$ cat src/rtl/hazard_sched_if.sv
// ---------------------------------------------------------------------------
// hazard_sched_if
//   Bundle of the signals exchanged between the 5-stage pipeline and the
//   hazard scheduler. The pipeline side uses the master modport (it drives
//   the stage register indices and controls). The hazard unit uses the slave
//   modport (it drives the forwarding selects, stall/flush/bubble controls,
//   multi-cycle sequencing strobes and performance counters).
//
//   Pipeline -> hazard unit:
//     Rs1_D, Rs2_D          source registers of the Decode instruction
//     Rs1_E, Rs2_E          source registers of the Execute instruction
//     RD_E, RD_M, RD_W      destination registers in E / M / W
//     RegWriteM, RegWriteW  destination write enables in M / W
//     ResultSrcE            Execute instruction is a load
//     PCSrcE                branch/jump taken in Execute
//     MultiCycleE           Execute instruction is multi-cycle (MUL/DIV)
//   Hazard unit -> pipeline:
//     ForwardA_E/B_E        2'b00 regfile, 2'b10 ALU_ResultM, 2'b01 ResultW
//     StallF/D/E            hold PC / IF-ID / ID-EX registers
//     FlushD/E              clear IF-ID / ID-EX registers
//     BubbleM               force EX-MEM control to NOP
//     MCStartE              launch pulse for the multi-cycle unit
//     MCDoneE               final Execute cycle of a multi-cycle op
//     StallCount/FlushCount performance counters
// ---------------------------------------------------------------------------
interface hazard_sched_if #(
    parameter int REG_ADDR_W = 5,
    parameter int CNT_W      = 32
);
    logic [REG_ADDR_W-1:0] Rs1_D;
    logic [REG_ADDR_W-1:0] Rs2_D;
    logic [REG_ADDR_W-1:0] Rs1_E;
    logic [REG_ADDR_W-1:0] Rs2_E;
    logic [REG_ADDR_W-1:0] RD_E;
    logic [REG_ADDR_W-1:0] RD_M;
    logic [REG_ADDR_W-1:0] RD_W;
    logic                  RegWriteM;
    logic                  RegWriteW;
    logic                  ResultSrcE;
    logic                  PCSrcE;
    logic                  MultiCycleE;

    logic [1:0]            ForwardA_E;
    logic [1:0]            ForwardB_E;
    logic                  StallF;
    logic                  StallD;
    logic                  StallE;
    logic                  FlushD;
    logic                  FlushE;
    logic                  BubbleM;
    logic                  MCStartE;
    logic                  MCDoneE;
    logic [CNT_W-1:0]      StallCount;
    logic [CNT_W-1:0]      FlushCount;

    modport master (
        output Rs1_D, Rs2_D, Rs1_E, Rs2_E, RD_E, RD_M, RD_W,
        output RegWriteM, RegWriteW, ResultSrcE, PCSrcE, MultiCycleE,
        input  ForwardA_E, ForwardB_E, StallF, StallD, StallE,
        input  FlushD, FlushE, BubbleM, MCStartE, MCDoneE,
        input  StallCount, FlushCount
    );

    modport slave (
        input  Rs1_D, Rs2_D, Rs1_E, Rs2_E, RD_E, RD_M, RD_W,
        input  RegWriteM, RegWriteW, ResultSrcE, PCSrcE, MultiCycleE,
        output ForwardA_E, ForwardB_E, StallF, StallD, StallE,
        output FlushD, FlushE, BubbleM, MCStartE, MCDoneE,
        output StallCount, FlushCount
    );
endinterface

$ cat src/rtl/hazard_sched_unit.sv
// ---------------------------------------------------------------------------
// hazard_sched_unit
//   Pipeline hazard controller / scheduler for the 5-stage core.
//   - Execute-stage forwarding selects (M beats W, x0 never forwarded).
//   - Load-use detection: stall F/D and bubble E.
//   - Taken branch/jump in E: flush D/E.
//   - Multi-cycle Execute ops (MUL/DIV): a two-state countdown FSM holds
//     F/D/E and injects M bubbles for MC_LATENCY-1 cycles, then signals
//     the final Execute cycle with MCDoneE.
//   All decisions are combinational in the cycle the inputs are presented;
//   only the FSM and the performance counters are registered.
//
// Ports
//   clk  : pipeline clock
//   rst  : asynchronous, active-low reset
//   bus  : hazard_sched_if.slave (see hazard_sched_if for the signal list)
//
// Parameters
//   MC_LATENCY : cycles a multi-cycle op occupies Execute (>= 2)
//   REG_ADDR_W : register index width
//   CNT_W      : performance counter width
//
// Configuration macro
//   HAZARD_PERF_CNT_EN : when defined, StallCount counts cycles with
//                        StallF=1 and FlushCount counts cycles with
//                        FlushE=1 (both wrap). When undefined, both
//                        counters are tied to zero.
// ---------------------------------------------------------------------------
module hazard_sched_unit #(
    parameter int MC_LATENCY = 4,
    parameter int REG_ADDR_W = 5,
    parameter int CNT_W      = 32
) (
    input  logic                clk,
    input  logic                rst,
    hazard_sched_if.slave       bus
);

    // Countdown width: holds MC_LATENCY-2 at most.
    localparam int CW = (MC_LATENCY > 2) ? $clog2(MC_LATENCY) : 1;
    localparam logic [CW-1:0]         CNT_LOAD = CW'(MC_LATENCY - 2);
    localparam logic [CW-1:0]         CNT_ONE  = CW'(1);
    localparam logic [CW-1:0]         CNT_ZERO = {CW{1'b0}};
    localparam logic [REG_ADDR_W-1:0] REG_X0   = {REG_ADDR_W{1'b0}};

    typedef enum logic [0:0] {
        ST_IDLE = 1'b0,
        ST_BUSY = 1'b1
    } mc_state_t;

    mc_state_t     r_state;
    mc_state_t     w_state_nxt;
    logic [CW-1:0] r_cnt;
    logic [CW-1:0] w_cnt_nxt;

    logic          w_mc_stall;
    logic          w_mc_start;
    logic          w_mc_done;
    logic          w_lw_stall;

    logic [1:0]    w_fwd_a;
    logic [1:0]    w_fwd_b;
    logic          w_stall_f;
    logic          w_stall_d;
    logic          w_stall_e;
    logic          w_flush_d;
    logic          w_flush_e;
    logic          w_bubble_m;

    // Forwarding select for one Execute source operand. The younger result
    // (in M) wins over the older one (in W); register x0 is hardwired to zero
    // and must always come from the register file.
    function automatic logic [1:0] fwd_sel(
        input logic [REG_ADDR_W-1:0] rs,
        input logic [REG_ADDR_W-1:0] rd_m,
        input logic                  we_m,
        input logic [REG_ADDR_W-1:0] rd_w,
        input logic                  we_w
    );
        logic [1:0] sel;
        if (we_m && (rd_m != REG_X0) && (rd_m == rs)) begin
            sel = 2'b10;
        end else if (we_w && (rd_w != REG_X0) && (rd_w == rs)) begin
            sel = 2'b01;
        end else begin
            sel = 2'b00;
        end
        return sel;
    endfunction

    // Operand forwarding selects for the Execute stage.
    always_comb begin
        w_fwd_a = fwd_sel(bus.Rs1_E, bus.RD_M, bus.RegWriteM, bus.RD_W, bus.RegWriteW);
        w_fwd_b = fwd_sel(bus.Rs2_E, bus.RD_M, bus.RegWriteM, bus.RD_W, bus.RegWriteW);
    end

    // Load-use hazard: a load in E whose destination is read by the D instr.
    always_comb begin
        w_lw_stall = bus.ResultSrcE && (bus.RD_E != REG_X0) &&
                     ((bus.RD_E == bus.Rs1_D) || (bus.RD_E == bus.Rs2_D));
    end

    // Multi-cycle FSM state and countdown registers.
    always_ff @(posedge clk or negedge rst) begin
        if (!rst) begin
            r_state <= ST_IDLE;
            r_cnt   <= CNT_ZERO;
        end else begin
            r_state <= w_state_nxt;
            r_cnt   <= w_cnt_nxt;
        end
    end

    // Multi-cycle FSM next state and strobes. The op is held in E for
    // MC_LATENCY cycles: the IDLE launch cycle, MC_LATENCY-2 BUSY cycles with
    // a non-zero count, and the final BUSY cycle at count zero, which releases
    // the pipeline. While reset is asserted no strobe or stall is produced, so
    // an op in flight is abandoned at once.
    always_comb begin
        w_state_nxt = r_state;
        w_cnt_nxt   = r_cnt;
        w_mc_stall  = 1'b0;
        w_mc_start  = 1'b0;
        w_mc_done   = 1'b0;
        if (!rst) begin
            w_state_nxt = ST_IDLE;
            w_cnt_nxt   = CNT_ZERO;
        end else begin
            case (r_state)
                ST_IDLE: begin
                    if (bus.MultiCycleE) begin
                        w_mc_stall  = 1'b1;
                        w_mc_start  = 1'b1;
                        w_state_nxt = ST_BUSY;
                        w_cnt_nxt   = CNT_LOAD;
                    end else begin
                        w_state_nxt = ST_IDLE;
                    end
                end
                ST_BUSY: begin
                    if (r_cnt != CNT_ZERO) begin
                        w_mc_stall = 1'b1;
                        w_cnt_nxt  = r_cnt - CNT_ONE;
                    end else begin
                        w_mc_done   = 1'b1;
                        w_state_nxt = ST_IDLE;
                    end
                end
                default: begin
                    w_state_nxt = ST_IDLE;
                    w_cnt_nxt   = CNT_ZERO;
                end
            endcase
        end
    end

    // Prioritised stall/flush/bubble decision. A multi-cycle hold masks the
    // load-use check (the D instr simply waits longer); a taken redirect wins
    // over load-use because the D instr is discarded anyway.
    always_comb begin
        w_stall_f  = 1'b0;
        w_stall_d  = 1'b0;
        w_stall_e  = 1'b0;
        w_flush_d  = 1'b0;
        w_flush_e  = 1'b0;
        w_bubble_m = 1'b0;
        if (w_mc_stall) begin
            w_stall_f  = 1'b1;
            w_stall_d  = 1'b1;
            w_stall_e  = 1'b1;
            w_bubble_m = 1'b1;
        end else if (bus.PCSrcE) begin
            w_flush_d  = 1'b1;
            w_flush_e  = 1'b1;
        end else if (w_lw_stall) begin
            w_stall_f  = 1'b1;
            w_stall_d  = 1'b1;
            w_flush_e  = 1'b1;
        end else begin
            w_stall_f  = 1'b0;
        end
    end

    assign bus.ForwardA_E = w_fwd_a;
    assign bus.ForwardB_E = w_fwd_b;
    assign bus.StallF     = w_stall_f;
    assign bus.StallD     = w_stall_d;
    assign bus.StallE     = w_stall_e;
    assign bus.FlushD     = w_flush_d;
    assign bus.FlushE     = w_flush_e;
    assign bus.BubbleM    = w_bubble_m;
    assign bus.MCStartE   = w_mc_start;
    assign bus.MCDoneE    = w_mc_done;

`ifdef HAZARD_PERF_CNT_EN
    localparam logic [CNT_W-1:0] PERF_ONE = CNT_W'(1);

    logic [CNT_W-1:0] r_stall_count;
    logic [CNT_W-1:0] r_flush_count;

    // Performance counters: cycles with a fetch stall / an Execute flush.
    always_ff @(posedge clk or negedge rst) begin
        if (!rst) begin
            r_stall_count <= {CNT_W{1'b0}};
            r_flush_count <= {CNT_W{1'b0}};
        end else begin
            if (w_stall_f) begin
                r_stall_count <= r_stall_count + PERF_ONE;
            end
            if (w_flush_e) begin
                r_flush_count <= r_flush_count + PERF_ONE;
            end
        end
    end

    assign bus.StallCount = r_stall_count;
    assign bus.FlushCount = r_flush_count;
`else
    assign bus.StallCount = {CNT_W{1'b0}};
    assign bus.FlushCount = {CNT_W{1'b0}};
`endif

endmodule

$ cat src/flat_wrapper.sv
// flat-port wrapper written by rule: the top's interface ports become plain ports
module hazard_sched_unit_flat 
#(
    parameter int MC_LATENCY = 4,
    parameter int REG_ADDR_W = 5,
    parameter int CNT_W      = 32
)
  (clk, rst, bus_Rs1_D, bus_Rs2_D, bus_Rs1_E, bus_Rs2_E, bus_RD_E, bus_RD_M, bus_RD_W, bus_RegWriteM, bus_RegWriteW, bus_ResultSrcE, bus_PCSrcE, bus_MultiCycleE, bus_ForwardA_E, bus_ForwardB_E, bus_StallF, bus_StallD, bus_StallE, bus_FlushD, bus_FlushE, bus_BubbleM, bus_MCStartE, bus_MCDoneE, bus_StallCount, bus_FlushCount);
  hazard_sched_if #(.REG_ADDR_W(REG_ADDR_W), .CNT_W(CNT_W)) bus_i ();
  input  logic clk;
  input  logic rst;
  input wire logic [$bits(bus_i.Rs1_D)-1:0] bus_Rs1_D;
  input wire logic [$bits(bus_i.Rs2_D)-1:0] bus_Rs2_D;
  input wire logic [$bits(bus_i.Rs1_E)-1:0] bus_Rs1_E;
  input wire logic [$bits(bus_i.Rs2_E)-1:0] bus_Rs2_E;
  input wire logic [$bits(bus_i.RD_E)-1:0] bus_RD_E;
  input wire logic [$bits(bus_i.RD_M)-1:0] bus_RD_M;
  input wire logic [$bits(bus_i.RD_W)-1:0] bus_RD_W;
  input wire logic [$bits(bus_i.RegWriteM)-1:0] bus_RegWriteM;
  input wire logic [$bits(bus_i.RegWriteW)-1:0] bus_RegWriteW;
  input wire logic [$bits(bus_i.ResultSrcE)-1:0] bus_ResultSrcE;
  input wire logic [$bits(bus_i.PCSrcE)-1:0] bus_PCSrcE;
  input wire logic [$bits(bus_i.MultiCycleE)-1:0] bus_MultiCycleE;
  output wire logic [$bits(bus_i.ForwardA_E)-1:0] bus_ForwardA_E;
  output wire logic [$bits(bus_i.ForwardB_E)-1:0] bus_ForwardB_E;
  output wire logic [$bits(bus_i.StallF)-1:0] bus_StallF;
  output wire logic [$bits(bus_i.StallD)-1:0] bus_StallD;
  output wire logic [$bits(bus_i.StallE)-1:0] bus_StallE;
  output wire logic [$bits(bus_i.FlushD)-1:0] bus_FlushD;
  output wire logic [$bits(bus_i.FlushE)-1:0] bus_FlushE;
  output wire logic [$bits(bus_i.BubbleM)-1:0] bus_BubbleM;
  output wire logic [$bits(bus_i.MCStartE)-1:0] bus_MCStartE;
  output wire logic [$bits(bus_i.MCDoneE)-1:0] bus_MCDoneE;
  output wire logic [$bits(bus_i.StallCount)-1:0] bus_StallCount;
  output wire logic [$bits(bus_i.FlushCount)-1:0] bus_FlushCount;
  assign bus_i.Rs1_D = bus_Rs1_D;
  assign bus_i.Rs2_D = bus_Rs2_D;
  assign bus_i.Rs1_E = bus_Rs1_E;
  assign bus_i.Rs2_E = bus_Rs2_E;
  assign bus_i.RD_E = bus_RD_E;
  assign bus_i.RD_M = bus_RD_M;
  assign bus_i.RD_W = bus_RD_W;
  assign bus_i.RegWriteM = bus_RegWriteM;
  assign bus_i.RegWriteW = bus_RegWriteW;
  assign bus_i.ResultSrcE = bus_ResultSrcE;
  assign bus_i.PCSrcE = bus_PCSrcE;
  assign bus_i.MultiCycleE = bus_MultiCycleE;
  assign bus_ForwardA_E = bus_i.ForwardA_E;
  assign bus_ForwardB_E = bus_i.ForwardB_E;
  assign bus_StallF = bus_i.StallF;
  assign bus_StallD = bus_i.StallD;
  assign bus_StallE = bus_i.StallE;
  assign bus_FlushD = bus_i.FlushD;
  assign bus_FlushE = bus_i.FlushE;
  assign bus_BubbleM = bus_i.BubbleM;
  assign bus_MCStartE = bus_i.MCStartE;
  assign bus_MCDoneE = bus_i.MCDoneE;
  assign bus_StallCount = bus_i.StallCount;
  assign bus_FlushCount = bus_i.FlushCount;
  hazard_sched_unit #(.MC_LATENCY(MC_LATENCY), .REG_ADDR_W(REG_ADDR_W), .CNT_W(CNT_W)) u_core (.clk(clk), .rst(rst), .bus(bus_i));
endmodule
$ cat config.mk
export PLATFORM = sky130hd
export DESIGN_NAME = hazard_sched_unit_flat
export DESIGN_NICKNAME = d
export VERILOG_FILES = /design/src/rtl/hazard_sched_if.sv /design/src/rtl/hazard_sched_unit.sv /design/src/flat_wrapper.sv
export SDC_FILE = /design/constraint.sdc
export NUM_CORES = 1
export LEC_CHECK = 0
export CAP_MARGIN = 20
export CORE_MARGIN = 5
export CORE_UTILIZATION = 28
export DETAILED_ROUTE_END_ITERATION = 12
export PLACE_DENSITY_LB_ADDON = 0.2
export SYNTH_ARGS = -nofsm -noshare
export SYNTH_HDL_FRONTEND = slang
export SYNTH_SLANG_ARGS = --single-unit
$ cat constraint.sdc
create_clock -name clk -period 2.35 [get_ports clk]
set_clock_uncertainty 0.2 [all_clocks]
set_input_delay 0.5875 -clock clk [delete_from_list [all_inputs] [get_ports clk]]
set_output_delay 0.5875 -clock clk [all_outputs]
set_load 0.01 [all_outputs]
==> results.cfg <==
[outcome]
outcome = complete, but fails checks
violations = negative setup slack

[route]
routed-via-count = 960
ant_nets = 0
vias_per_cell = 3.58
dr.pass1.iters = 4
wl_per_cell_um = 10.5
first_iter_violations = 33
drc = 0
wl_um = 2800

[clock_tree]
root_buffer = clkbuf_8
cts_buffer_depth = 2
ctsHoldBuffers = 0
cts_tree = done
clkSinkCount = 3
htreeDepth = 1
cts.clk_slew.worst_paths_ps = 30
numCtsBuffers = 3
clock_latency_ps = 210

[cells_and_area]
final-instance-count-excl-fill = 268
syn_to_final_growth_pct = 55.0
final_common_cell = conb_1
drive_above_1_share_pct = 37.0
final_cell_mix = 64 x conb_1, 23 x xor2_1, 23 x buf_4
nets = 263

[power_and_ir_drop]
p_sw_uw = 193
p_int_uw = 309
cellPowerDensity_nw_per_um2 = 299
p_total_uw = 502
swShare_pct = 38.5
peakVddDrop_mv = 0.129
comb_power_share_pct = 58.7
p_seq_share_pct = 11.8
p_leak_uw = 0.000896
clock_power_share_pct = 29.6

[place]
gp_congestion = 0.749
hpwl_um = 2510
port_buffers = 53
placed_cells = 258

[job]
max_cap_violations = 0

[floorplanning]
core-area_um2 = 3720
initial_core_util_pct = 29.1
die_y_um = 72.2
die_area_um2 = 5210
dieWidth_um = 72.2
ios = 118
rows = 22

[timing]
layout_setup_ws_ps = -319
grt_setup_unrepaired = yes
period_minus_slack_ps = 2670
slew_viol_final = 0
fmax_mhz = 375
fin_crit_sh_pct = 114
setup_violations = 7
finalHoldViolations = 0

[synth]
avgSynthCellArea_um2 = 7.73
synth_fa_ha_area_share_pct = 1.16
synth_area_um2 = 1080
synth_compound_area_share_pct = 7.05
synthSimpleGateAreaFrac_pct = 13.1
muxShareOfSynthArea_pct = 0
ys.flop_type = dfrtp_1
synth-edff-count = 0
syn_inst = 140
yosys_warnings = 0
async_reset_ff_share_pct = 100
synth_top_family_by_area = buffers and inverters
synth-seq-cells = 3
yosys.cell_types.count = 24
synth_xor_area_share_pct = 24.3
synth-seq-area-share_pct = 6.94

[worst_setup_path]
worstPathMaxFanout = 2
r2r-start = u_core.r_cnt[0]
crit_top_cell = buf_6
required_ps = 1560
cp-startpoint = bus_RD_W[0]
max_stage_delay_ps = 520
crit_chain = buf_6 -> buf_6 -> xor2_1 -> or4_4 -> nor4_4 -> buf_2
critPathKind = in2out
critPathLaunchType = input port
crit_path_end_kind = output pin
slowest_stage = or4_4
cp.arrival_ps = 1880

[grt]
grtUsageMet1_pct = 11.3
grt_usage_pct = 9.61
grt_pass1_wl_um = 3990
use_met2_pct = 16.0
grt.overflow.total = 0
grtUsageMet3_pct = 3.32
busiest_layer = met2
antenna_found_initial = 1
grt_max_degree = 8
grt_pass1_vias = 906

[worst_hold_path]
hp-class = in2async
==> worst max-delay path: cells and delay by family <==
family                    cells  cell delay [ps]
xor gates and xnor gates      1              140
buffers and inverters         3              370
and+or+nand+nor               2              780
==> synthesized netlist by cell type, types with 2 or more instances <==
library cell	count	area [um^2]
a21oi_1	3	15.0
buf_4	66	495
dfrtp_1	3	75.1
inv_1	4	15.0
nand2_1	3	11.3
nand3_1	2	10.0
nor2_1	4	15.0
nor3_1	2	10.0
nor4_1	2	12.5
nor4_2	2	25.0
o21ai_0	2	10.0
o31ai_1	3	22.5
or4_1	5	37.5
xnor2_1	6	52.6
xor2_1	24	210
==> worst paths after layout <==
check	depth (start not counted)	slack, ps	end
max	6	-320	bus_ForwardB_E[0]
min	2	210	u_core.r_state
max reg2reg	6	1040	u_core.r_state
min reg2reg	2	410	u_core.r_cnt[1]
max in group asynchronous	2	1620	u_core.r_cnt[1]
min in group clk	2	410	u_core.r_cnt[1]
==> cells by family (layout without fill, tap and decap cells) <==
kind of cell             count (synthesis)  count (layout)
AO/OA/AOI/OAI                           12              12
XOR/XNOR                                30              30
adder cells (fa/ha/maj)                  1               1
buffers and inverters                   70              86
flip-flops                               3               3
other                                    1              65
AND/OR/NAND/NOR                         23              23
==> layer usage <==
layer / up-vias / wire (um)
met1: 408 / 1040
li1: 487 / -
met5: - / 0
met2: 61 / 1380
met3: 4 / 326
met4: 0 / 51
==> metrics by stage <==
| stage | utilization, % | area (um^2) | hold WS (ps) | worst slack [ps] | TNS, ps |
|---|---|---|---|---|---|
| 2_1_floorplan | - | 1350 | 91.9 | -34.2 | -59.2 |
| 3_3_place_gp | 42.9 | 1590 | 395 | -1110 | -9080 |
| 3_5_place_dp | 42.9 | 1590 | 395 | -1110 | -8980 |
| 4_1_cts | 44.5 | 1660 | 213 | -447 | -1480 |
| 5_1_grt | 45.2 | 1680 | 218 | -367 | -1390 |
| 6_report | 45.2 | 1680 | 210 | -319 | -1090 |
==> power by group through the flow <==
stage	clock network (uW)	logic [uW]	registers, uW
CTS	149	284	58.9
finish	148	294	59.0
floorplan	0	212	60.9
detailed placement	0	288	59.6
global route	161	322	59.4
global placement	0	288	59.5
==> registers in the layout, indices dropped and copies added, names as in the netlist <==
signal	cells
u_core.r_cnt	2
u_core.r_state	1
==> what timing repair did <==
| action | CTS | global route |
|---|---|---|
| endpoints found under the setup margin | 12 | 10 |
| gates resized for setup | 136 | 46 |
| setup buffers | 5 | 1 |
| endpoints found under the hold margin | 0 | 0 |
| pin swaps | 27 | 17 |
==> final cells by class <==
cell class / instances / area, um^2
Multi-Input combinational cell: 130 / 868
Sequential cell: 3 / 75.1
Clock buffer: 4 / 45.0
Tap cell: 48 / 60.1
Antenna cell: 1 / 2.50
Inverter: 4 / 15.0
Timing Repair Buffer: 78 / 612
Fill cell: 426 / 2040
No activity file was read; power rests on OpenSTA's default activity.
